===== config.mk =====
export PLATFORM = sky130hd
export DESIGN_NAME = mem_arbiter
export DESIGN_NICKNAME = d
export VERILOG_FILES = /design/src/rtl/mem_arbiter_pkg.sv /design/src/rtl/rr_arbiter2.sv /design/src/rtl/mem_arbiter.sv
export SDC_FILE = /design/constraint.sdc
export NUM_CORES = 1
export LEC_CHECK = 0
export BUFFER_PORTS_ARGS = -buffer_cell sky130_fd_sc_hd__buf_2
export CAP_MARGIN = 0
export CORE_AREA = 2 2 126 128
export CTS_CLUSTER_DIAMETER = 150
export DETAILED_ROUTE_END_ITERATION = 6
export DIE_AREA = 0 0 128 130
export HOLD_SLACK_MARGIN = 0.1
export PLACE_DENSITY = 0.68
export SLEW_MARGIN = 20
export SYNTH_ARGS = -nofsm -noshare
export SYNTH_HDL_FRONTEND = slang
export SYNTH_HIERARCHICAL = 1
export SYNTH_SLANG_ARGS = --single-unit

===== constraint.sdc =====
create_clock -name clk -period 3.2 [get_ports clk]
set_input_delay 0.16 -clock clk [delete_from_list [all_inputs] [get_ports clk]]
set_output_delay 0.16 -clock clk [all_outputs]
set_load 0.02 [all_outputs]

===== src/rtl/mem_arbiter_pkg.sv =====
// mem_arbiter shared types
// FSM encoding, AXI response codes, helpers
package mem_arbiter_pkg;

  typedef enum logic [2:0] {
    S_IDLE,
    S_RADDR,
    S_RDATA,
    S_WREQ,
    S_WRESP,
    S_DONE
  } state_e;

  localparam logic [1:0] RESP_OKAY   = 2'b00;
  localparam logic [1:0] RESP_SLVERR = 2'b10;

  function automatic logic [1:0] onehot2(input logic idx);
    return idx ? 2'b10 : 2'b01;
  endfunction

endpackage


===== src/rtl/rr_arbiter2.sv =====
// rr_arbiter2: two-way grant select
// round-robin or fixed priority, pointer starts at 1
module rr_arbiter2 #(
  parameter bit PRIO_RR = 1'b1
) (
  input  logic       clk,
  input  logic       rst,
  input  logic [1:0] req,
  input  logic       take,
  output logic       gnt_any,
  output logic       gnt_idx
);

  logic last_q;
  logic last_d;

  // pick a winner; pointer follows every taken grant
  always_comb begin
    gnt_any = |req;
    gnt_idx = 1'b0;
    last_d  = last_q;
    case (req)
      2'b11:   gnt_idx = PRIO_RR ? ~last_q : 1'b0;
      2'b10:   gnt_idx = 1'b1;
      default: gnt_idx = 1'b0;
    endcase
    if (take) last_d = gnt_idx;
  end

  // last-grant pointer
  always_ff @(posedge clk or negedge rst) begin
    if (!rst) last_q <= 1'b1;
    else      last_q <= last_d;
  end

endmodule


===== src/rtl/mem_arbiter.sv =====
// mem_arbiter: IFU/LSU to AXI-lite bridge
// one transaction in flight, response held until taken
module mem_arbiter
  import mem_arbiter_pkg::*;
#(
  parameter int PRIO_RR = 1
) (
  input  logic        clk,
  input  logic        rst,
  input  logic [1:0]  req_valid,
  output logic [1:0]  req_ready,
  input  logic [63:0] req_addr,
  input  logic [1:0]  req_wen,
  input  logic [63:0] req_wdata,
  input  logic [7:0]  req_wstrb,
  output logic [1:0]  resp_valid,
  input  logic [1:0]  resp_ready,
  output logic [31:0] resp_rdata,
  output logic        resp_err,
  output logic [31:0] m_araddr,
  output logic        m_arvalid,
  input  logic        m_arready,
  input  logic [31:0] m_rdata,
  input  logic        m_rvalid,
  output logic        m_rready,
  output logic [31:0] m_awaddr,
  output logic        m_awvalid,
  input  logic        m_awready,
  output logic [31:0] m_wdata,
  output logic [3:0]  m_wstrb,
  output logic        m_wvalid,
  input  logic        m_wready,
  input  logic [1:0]  m_bresp,
  input  logic        m_bvalid,
  output logic        m_bready
);

  state_e      state_q, state_d;
  logic        gnt_q, gnt_d;
  logic [31:0] addr_q, addr_d;
  logic        wen_q, wen_d;
  logic [31:0] wdata_q, wdata_d;
  logic [3:0]  wstrb_q, wstrb_d;
  logic        aw_done_q, aw_done_d;
  logic        w_done_q, w_done_d;
  logic [31:0] rdata_q, rdata_d;
  logic        err_q, err_d;

  logic arb_any;
  logic arb_idx;
  logic take;
  logic aw_fin;
  logic w_fin;

  assign take = rst & arb_any & (state_q == S_IDLE);

  rr_arbiter2 #(
    .PRIO_RR (PRIO_RR != 0)
  ) u_arb (
    .clk     (clk),
    .rst     (rst),
    .req     (req_valid),
    .take    (take),
    .gnt_any (arb_any),
    .gnt_idx (arb_idx)
  );

  // next state, latched request and bus outputs
  always_comb begin
    state_d    = state_q;
    gnt_d      = gnt_q;
    addr_d     = addr_q;
    wen_d      = wen_q;
    wdata_d    = wdata_q;
    wstrb_d    = wstrb_q;
    aw_done_d  = aw_done_q;
    w_done_d   = w_done_q;
    rdata_d    = rdata_q;
    err_d      = err_q;
    aw_fin     = 1'b0;
    w_fin      = 1'b0;
    req_ready  = 2'b00;
    resp_valid = 2'b00;
    m_arvalid  = 1'b0;
    m_rready   = 1'b0;
    m_awvalid  = 1'b0;
    m_wvalid   = 1'b0;
    m_bready   = 1'b0;
    m_araddr   = addr_q;
    m_awaddr   = addr_q;
    m_wdata    = wdata_q;
    m_wstrb    = wstrb_q;
    resp_rdata = rdata_q;
    resp_err   = err_q;
    unique case (state_q)
      S_IDLE: begin
        if (take) begin
          req_ready = onehot2(arb_idx);
          gnt_d     = arb_idx;
          addr_d    = arb_idx ? req_addr[63:32] : req_addr[31:0];
          wen_d     = arb_idx ? req_wen[1] : req_wen[0];
          wdata_d   = arb_idx ? req_wdata[63:32] : req_wdata[31:0];
          wstrb_d   = arb_idx ? req_wstrb[7:4] : req_wstrb[3:0];
          aw_done_d = 1'b0;
          w_done_d  = 1'b0;
          state_d   = wen_d ? S_WREQ : S_RADDR;
        end
      end
      S_RADDR: begin
        m_arvalid = 1'b1;
        if (m_arready) state_d = S_RDATA;
      end
      S_RDATA: begin
        m_rready = 1'b1;
        if (m_rvalid) begin
          rdata_d = m_rdata;
          err_d   = RESP_OKAY[1];
          state_d = S_DONE;
        end
      end
      S_WREQ: begin
        m_awvalid = ~aw_done_q;
        m_wvalid  = ~w_done_q;
        aw_fin    = aw_done_q | m_awready;
        w_fin     = w_done_q | m_wready;
        aw_done_d = aw_fin;
        w_done_d  = w_fin;
        if (aw_fin && w_fin) state_d = S_WRESP;
      end
      S_WRESP: begin
        m_bready = 1'b1;
        if (m_bvalid) begin
          err_d   = (m_bresp & RESP_SLVERR) != RESP_OKAY;
          state_d = S_DONE;
        end
      end
      S_DONE: begin
        resp_valid = onehot2(gnt_q);
        if (resp_ready[gnt_q]) state_d = S_IDLE;
      end
      default: state_d = S_IDLE;
    endcase
  end

  // state and latched request registers
  always_ff @(posedge clk or negedge rst) begin
    if (!rst) begin
      state_q   <= S_IDLE;
      gnt_q     <= 1'b0;
      addr_q    <= '0;
      wen_q     <= 1'b0;
      wdata_q   <= '0;
      wstrb_q   <= '0;
      aw_done_q <= 1'b0;
      w_done_q  <= 1'b0;
      rdata_q   <= '0;
      err_q     <= 1'b0;
    end else begin
      state_q   <= state_d;
      gnt_q     <= gnt_d;
      addr_q    <= addr_d;
      wen_q     <= wen_d;
      wdata_q   <= wdata_d;
      wstrb_q   <= wstrb_d;
      aw_done_q <= aw_done_d;
      w_done_q  <= w_done_d;
      rdata_q   <= rdata_d;
      err_q     <= err_d;
    end
  end

endmodule

# Word-level counts from Yosys, hierarchy flattened
# Cells that the tools add are included.
[classes] magnitude_cmp=1 n_eq_ne=13 mux=31 bitwise_logic=7 n_reduce_logical=10
[op_table] op="$mux 32" count=2
[op_table] op="$mux 3" count=6
[op_table] op="$pmux 3 s6" count=1
[op_table] op="$mux 2" count=6
[op_table] op="$ne 2x2->1 const B" count=6
[op_table] op="$mux 1" count=11
[op_table] op="$pmux 1 s2" count=4
[op_table] op="$eq 3x2->1 const B" count=2
[op_table] op="$eq 3x3->1 const B" count=2
[op_table] op="$reduce_and 2->1" count=3
[op_table] op="$reduce_and 6->1" count=1
[op_table] op="$eq 2x2->1 const B" count=2
[op_table] op="$mux 4" count=1
[op_table] op="$reduce_bool 2->1" count=2
[op_table] op="$eq 3x1->1 const B" count=1
[op_table] op="$logic_not 3->1" count=1
[op_table] op="$not 1->1" count=3
[op_table] op="$reduce_and 3->1" count=1
[op_table] op="$and 1x1->1" count=2
[op_table] op="$lt 1x2->1 const B" count=1
[op_table] op="$or 1x1->1" count=2
[op_table] op="$reduce_or 2->1" count=1
[op_table] op="$logic_and 1x1->1" count=1
[word_totals] ff_bits=108 inputBits=183 out_inout_bits=142 wordCells=72

# Longest topological paths before layout
[logic_depth] depth_word=6 mapped_depth=7 ltp_nobuf=5

# Cells and area by module
# Netlist, hierarchy kept.
[modules_own_cells] module="mem_arbiter" n_inst=1 cells_each=449 area_each_um2=5044.8 seq_area_each_um2=2677.6
[modules_own_cells] module="rr_arbiter2" n_inst=1 cells_each=4 area_each_um2=58.8 seq_area_each_um2=26.3

# Least setup slack after synthesis
# No wires, ideal clock.
[synth_timing] path_kind="reg2out" from="register u_arb.last_q" to="output port req_ready[0]" arrival_ns=1.705 setup_slack_ns=1.335 path_stages_with_launch=5 n_path_buf=2 cell_sequence="dfstp_2 a21boi_2 buf_2 buf_1 nor4_1"
[synth_between] elab_chain_len=5
[synth_rtl] item="start: declaration" line="rr_arbiter2.sv:14" text="logic last_q;"
[synth_rtl] item="start signal: assignment" line="rr_arbiter2.sv:33" text="else last_q <= last_d;"
[synth_rtl] item="$not 1->1" line="rr_arbiter2.sv:23" text="2'b11: gnt_idx = PRIO_RR ? ~last_q : 1'b0;"
[synth_rtl] item="$pmux 1 s2" line="rr_arbiter2.sv:22" text="case (req)"
[synth_rtl] item="net arb_idx" line="mem_arbiter.sv:50" text="logic arb_idx;"
[synth_rtl] item="$mux 2" line="mem_arbiter_pkg.sv:18" text="return idx ? 2'b10 : 2'b01;"
[synth_rtl] item="$mux 2" line="mem_arbiter.sv:97" text="if (take) begin"
[synth_rtl] item="$mux 2" line="mem_arbiter.sv:95" text="unique case (state_q)"
[synth_rtl] item="end: declaration" line="mem_arbiter.sv:11" text="output logic [1:0] req_ready,"
# The timed path passes the listed nets, and every way through them passes these cells.

# Worst setup path after layout
[layout_timing] from="register state_q[0]" to="output port req_ready[1]"
[layout_between] elab_chain_len=4
[layout_rtl] item="start: declaration" line="mem_arbiter.sv:38" text="state_e state_q, state_d;"
[layout_rtl] item="start signal: assignment" line="mem_arbiter.sv:159" text="state_q <= state_d;"
[layout_rtl] item="$logic_not 3->1 *" line="mem_arbiter.sv:55, mem_arbiter.sv:95"
[layout_rtl] item="$and 1x1->1" line="mem_arbiter.sv:55" text="assign take = rst & arb_any & (state_q == S_IDLE);"
[layout_rtl] item="$mux 2" line="mem_arbiter.sv:97"
[layout_rtl] item="$mux 2 *" line="mem_arbiter.sv:95"
# Every way passes the cells marked *; elsewhere a longest branch is shown, timed or not.

==> impl_metrics.py <==
metrics = {
    "outcome": {
        "status": "complete, no violations",
    },
    "die": {
        "die_h_um": 130,
        "initial_core_util_pct": 33.1,
        "die_w_um": 128,
        "core_area_um2": 15400,
        "std_cell_rows": 46,
        "fp.dieArea_um2": 16600,
        "io_pins": 325,
    },
    "layout": {
        "final_nets": 968,
        "post-route-cell-area_um2": 7480,
        "drive_above_1_share_pct": 49.0,
        "ff_latch_area_um2": 2700,
        "n_antenna_cell": 0,
        "syn2layout_area_growth_pct": 46.6,
        "multi_input_area_um2": 2000,
        "fill_cells": 1449,
    },
    "synthesis": {
        "syn_inst": 453,
        "ys.flop_type": "dfrtp_1",
        "synthTopCellsByCount": "107 x dfrtp_1, 76 x nor2_1, 71 x a21oi_1",
        "yosysUniqueCellTypes": 37,
        "yosysWarnings": 6,
        "synth.most_common_cell": "dfrtp_1",
        "yosys.area.top_type_share_pct": 52.5,
        "yosysTopAreaCell": "dfrtp_1",
        "syn_avg_cell_area_um2": 11.3,
        "synth_area_leaders": "dfrtp_1 52%, mux2i_1 14%, mux2_2 7.1%, a21oi_1 7.0%, nor2_1 5.6%",
        "synth_edf_count": 0,
        "synthArstFlopShare_pct": 100,
        "syn-num-nets": 636,
        "syn-cell-area_um2": 5100,
        "synth_seq_cells": 108,
        "ys_seq_area_share_pct": 53.0,
    },
    "worst_setup_path": {
        "worstSetupStartpointType": "register",
        "rrSetupSlack_ns": 1.09,
        "crit_fanout": 62,
        "r2r_start": "u_arb/last_q",
        "critPathKind": "reg -> out",
        "arrival_ns": 2.05,
        "rr_endpoint": "m_wdata[31]",
        "cp.required_ns": 3.04,
        "reg2regPathDepth": 5,
        "end_kind": "primary output",
    },
    "sta": {
        "timing.slew.headroom_pct": 51.1,
        "max_freq_mhz": 452,
        "slew_viol_final": 0,
        "hold_viol": 0,
        "finalCritPeriodShare_pct": 69.1,
        "worstMarginPinSlew_ns": 0.734,
        "setup_viol": 0,
        "fin_crit_ns": 2.21,
        "fin_setup_tns_ns": 0,
        "rsz0062_at_grt": "false",
        "fin_worst_skew_ns": 0.0132,
    },
    "power_and_ir_drop": {
        "total_power_w": 0.00715,
        "ir_worst_vdd_mv": 0.526,
        "power_density_nw_per_um2": 955,
        "p_leak_nw": 3.73,
    },
    "worst_hold_path": {
        "hold_path_depth": 3,
        "worstHoldStart": "req_wdata[26]",
        "hold_class": "in -> reg",
        "hold_end": "m_wdata[26]",
    },
    "grt": {
        "grt_antenna_before_repair": 0,
        "grt_pass1_vias": 4324,
        "grt_pass1_wl_um": 20400,
        "grt.total_usage_pct": 15.5,
        "grt-ovfl-total": 0,
        "grt_max_degree": 80,
    },
    "detailed_routing": {
        "wl_met2_um": 6840,
        "met3_length_um": 1010,
        "wl_um": 13600,
        "drt-initial-drc-count": 123,
        "dr_total_vias": 4496,
        "top_layer_used": "met4",
        "drc": 0,
        "wl_met1_um": 5510,
        "wl_per_cell_um": 13.9,
        "vias_per_cell": 4.58,
        "ant_nets": 0,
        "firstDrtPassIters": 4,
    },
    "clock_network": {
        "htreeDepth": 3,
        "clock-sinks": 108,
        "clk_path_buf_depth": 2,
        "cts-root-buf": "clkbuf_16",
        "post-cts-setup-buffer-count": 0,
        "tritoncts": "done",
        "numCtsBuffers": 9,
        "clock_latency_ns": 0.35,
        "path_clk_slew_ns": 0.07,
    },
    "placed_design": {
        "place_congestion": 0.737,
        "dp_hpwl_um": 9820,
        "io_buffers": 323,
        "detailed_place.area_um2": 6640,
    },
    "job": {
        "drv_cap": 0,
    },
}
[cells in the final DEF (no fill, tap or decap), types with 3 or more instances in the layout]
master / instances
a21oi_1: 71
nor2_1: 76
dfrtp_1: 107
mux2_2: 32
clkbuf_16: 9
mux2_1: 4
buf_4: 6
buf_2: 322
nor2b_1: 3
dlygate4sd3_1: 53
mux2i_1: 69
[timing repair]
| action | 4_1_cts | 5_1_grt |
|---|---|---|
| resized for setup | 0 | 0 |
| hold buffers | 53 | 0 |
| hold endpoints to repair | 98 | 0 |
[area by class of cell]
cell class,count,area share [%]
Multi-Input combinational cell,282,26.7
Sequential cell,108,36.1
Inverter,1,0.0502
Timing Repair Buffer,383,29.8
Clock buffer,9,3.01
Clock inverter,7,1.10
Tap cell,192,3.21
[critical path: stages, from the launching register on]
cell and delay [ns]:
dfrtp_1 0.58, nand3b_4 0.27, nor3_4 0.23, buf_12 0.29, and2_1 0.16, buf_2 0.16
[flip-flops by register name, indices dropped and copies added, names as in the netlist]
name	count
m_araddr	32
m_wdata	32
resp_rdata	32
m_wstrb	4
state_q	3
aw_done_q	1
gnt_q	1
resp_err	1
u_arb/last_q	1
w_done_q	1
[worst max-delay path by stage]
stage | start | endpoint | slack (ns) | cells past startpoint
after global routing | state_q[0] | req_ready[1] | 0.82 | 5
after global placement | state_q[1] | resp_rdata[13] | 1.33 | 4
after detailed placement | state_q[1] | resp_rdata[17] | 1.29 | 4
after CTS | state_q[0] | req_ready[1] | 0.96 | 5
after floorplan | u_arb/last_q | req_ready[0] | 1.33 | 4
final | state_q[0] | req_ready[1] | 0.99 | 5
[power breakdown]
group,internal (W),switching (W)
Clock,0.000621,0.000524
Combinational,0.00136,0.00213
Sequential,0.00205,0.000457
[cell families after synthesis]
kind of cell / after synthesis / share of synthesized area, %
flops: 108 / 53.0
mux: 106 / 21.8
simple gates: 96 / 8.70
compound gates: 80 / 8.43
buf+inv: 63 / 8.11
[metrics by stage]
step / hold WS (ns) / cells / setup WS, ns / utilization [%]
finish: 0.115 / 982 / 0.988 / 48.5
global route: 0.110 / 982 / 0.817 / 48.5
CTS: 0.100 / 982 / 0.955 / 48.5
detailed placement: 0.370 / 913 / 1.29 / 43.1
global placement: 0.369 / 913 / 1.33 / 43.1
floorplan: -0.136 / 453 / 1.33 / -
[layer usage]
| metal | global-route usage [%] | vias up |
|---|---|---|
| li1 | - | 2202 |
| met1 | 18.0 | 2075 |
| met3 | 4.35 | 18 |
| met4 | 6.53 | 0 |
| met2 | 27.0 | 201 |
| met5 | 0 | - |
Note: power is estimated with default switching activity, not from simulation.
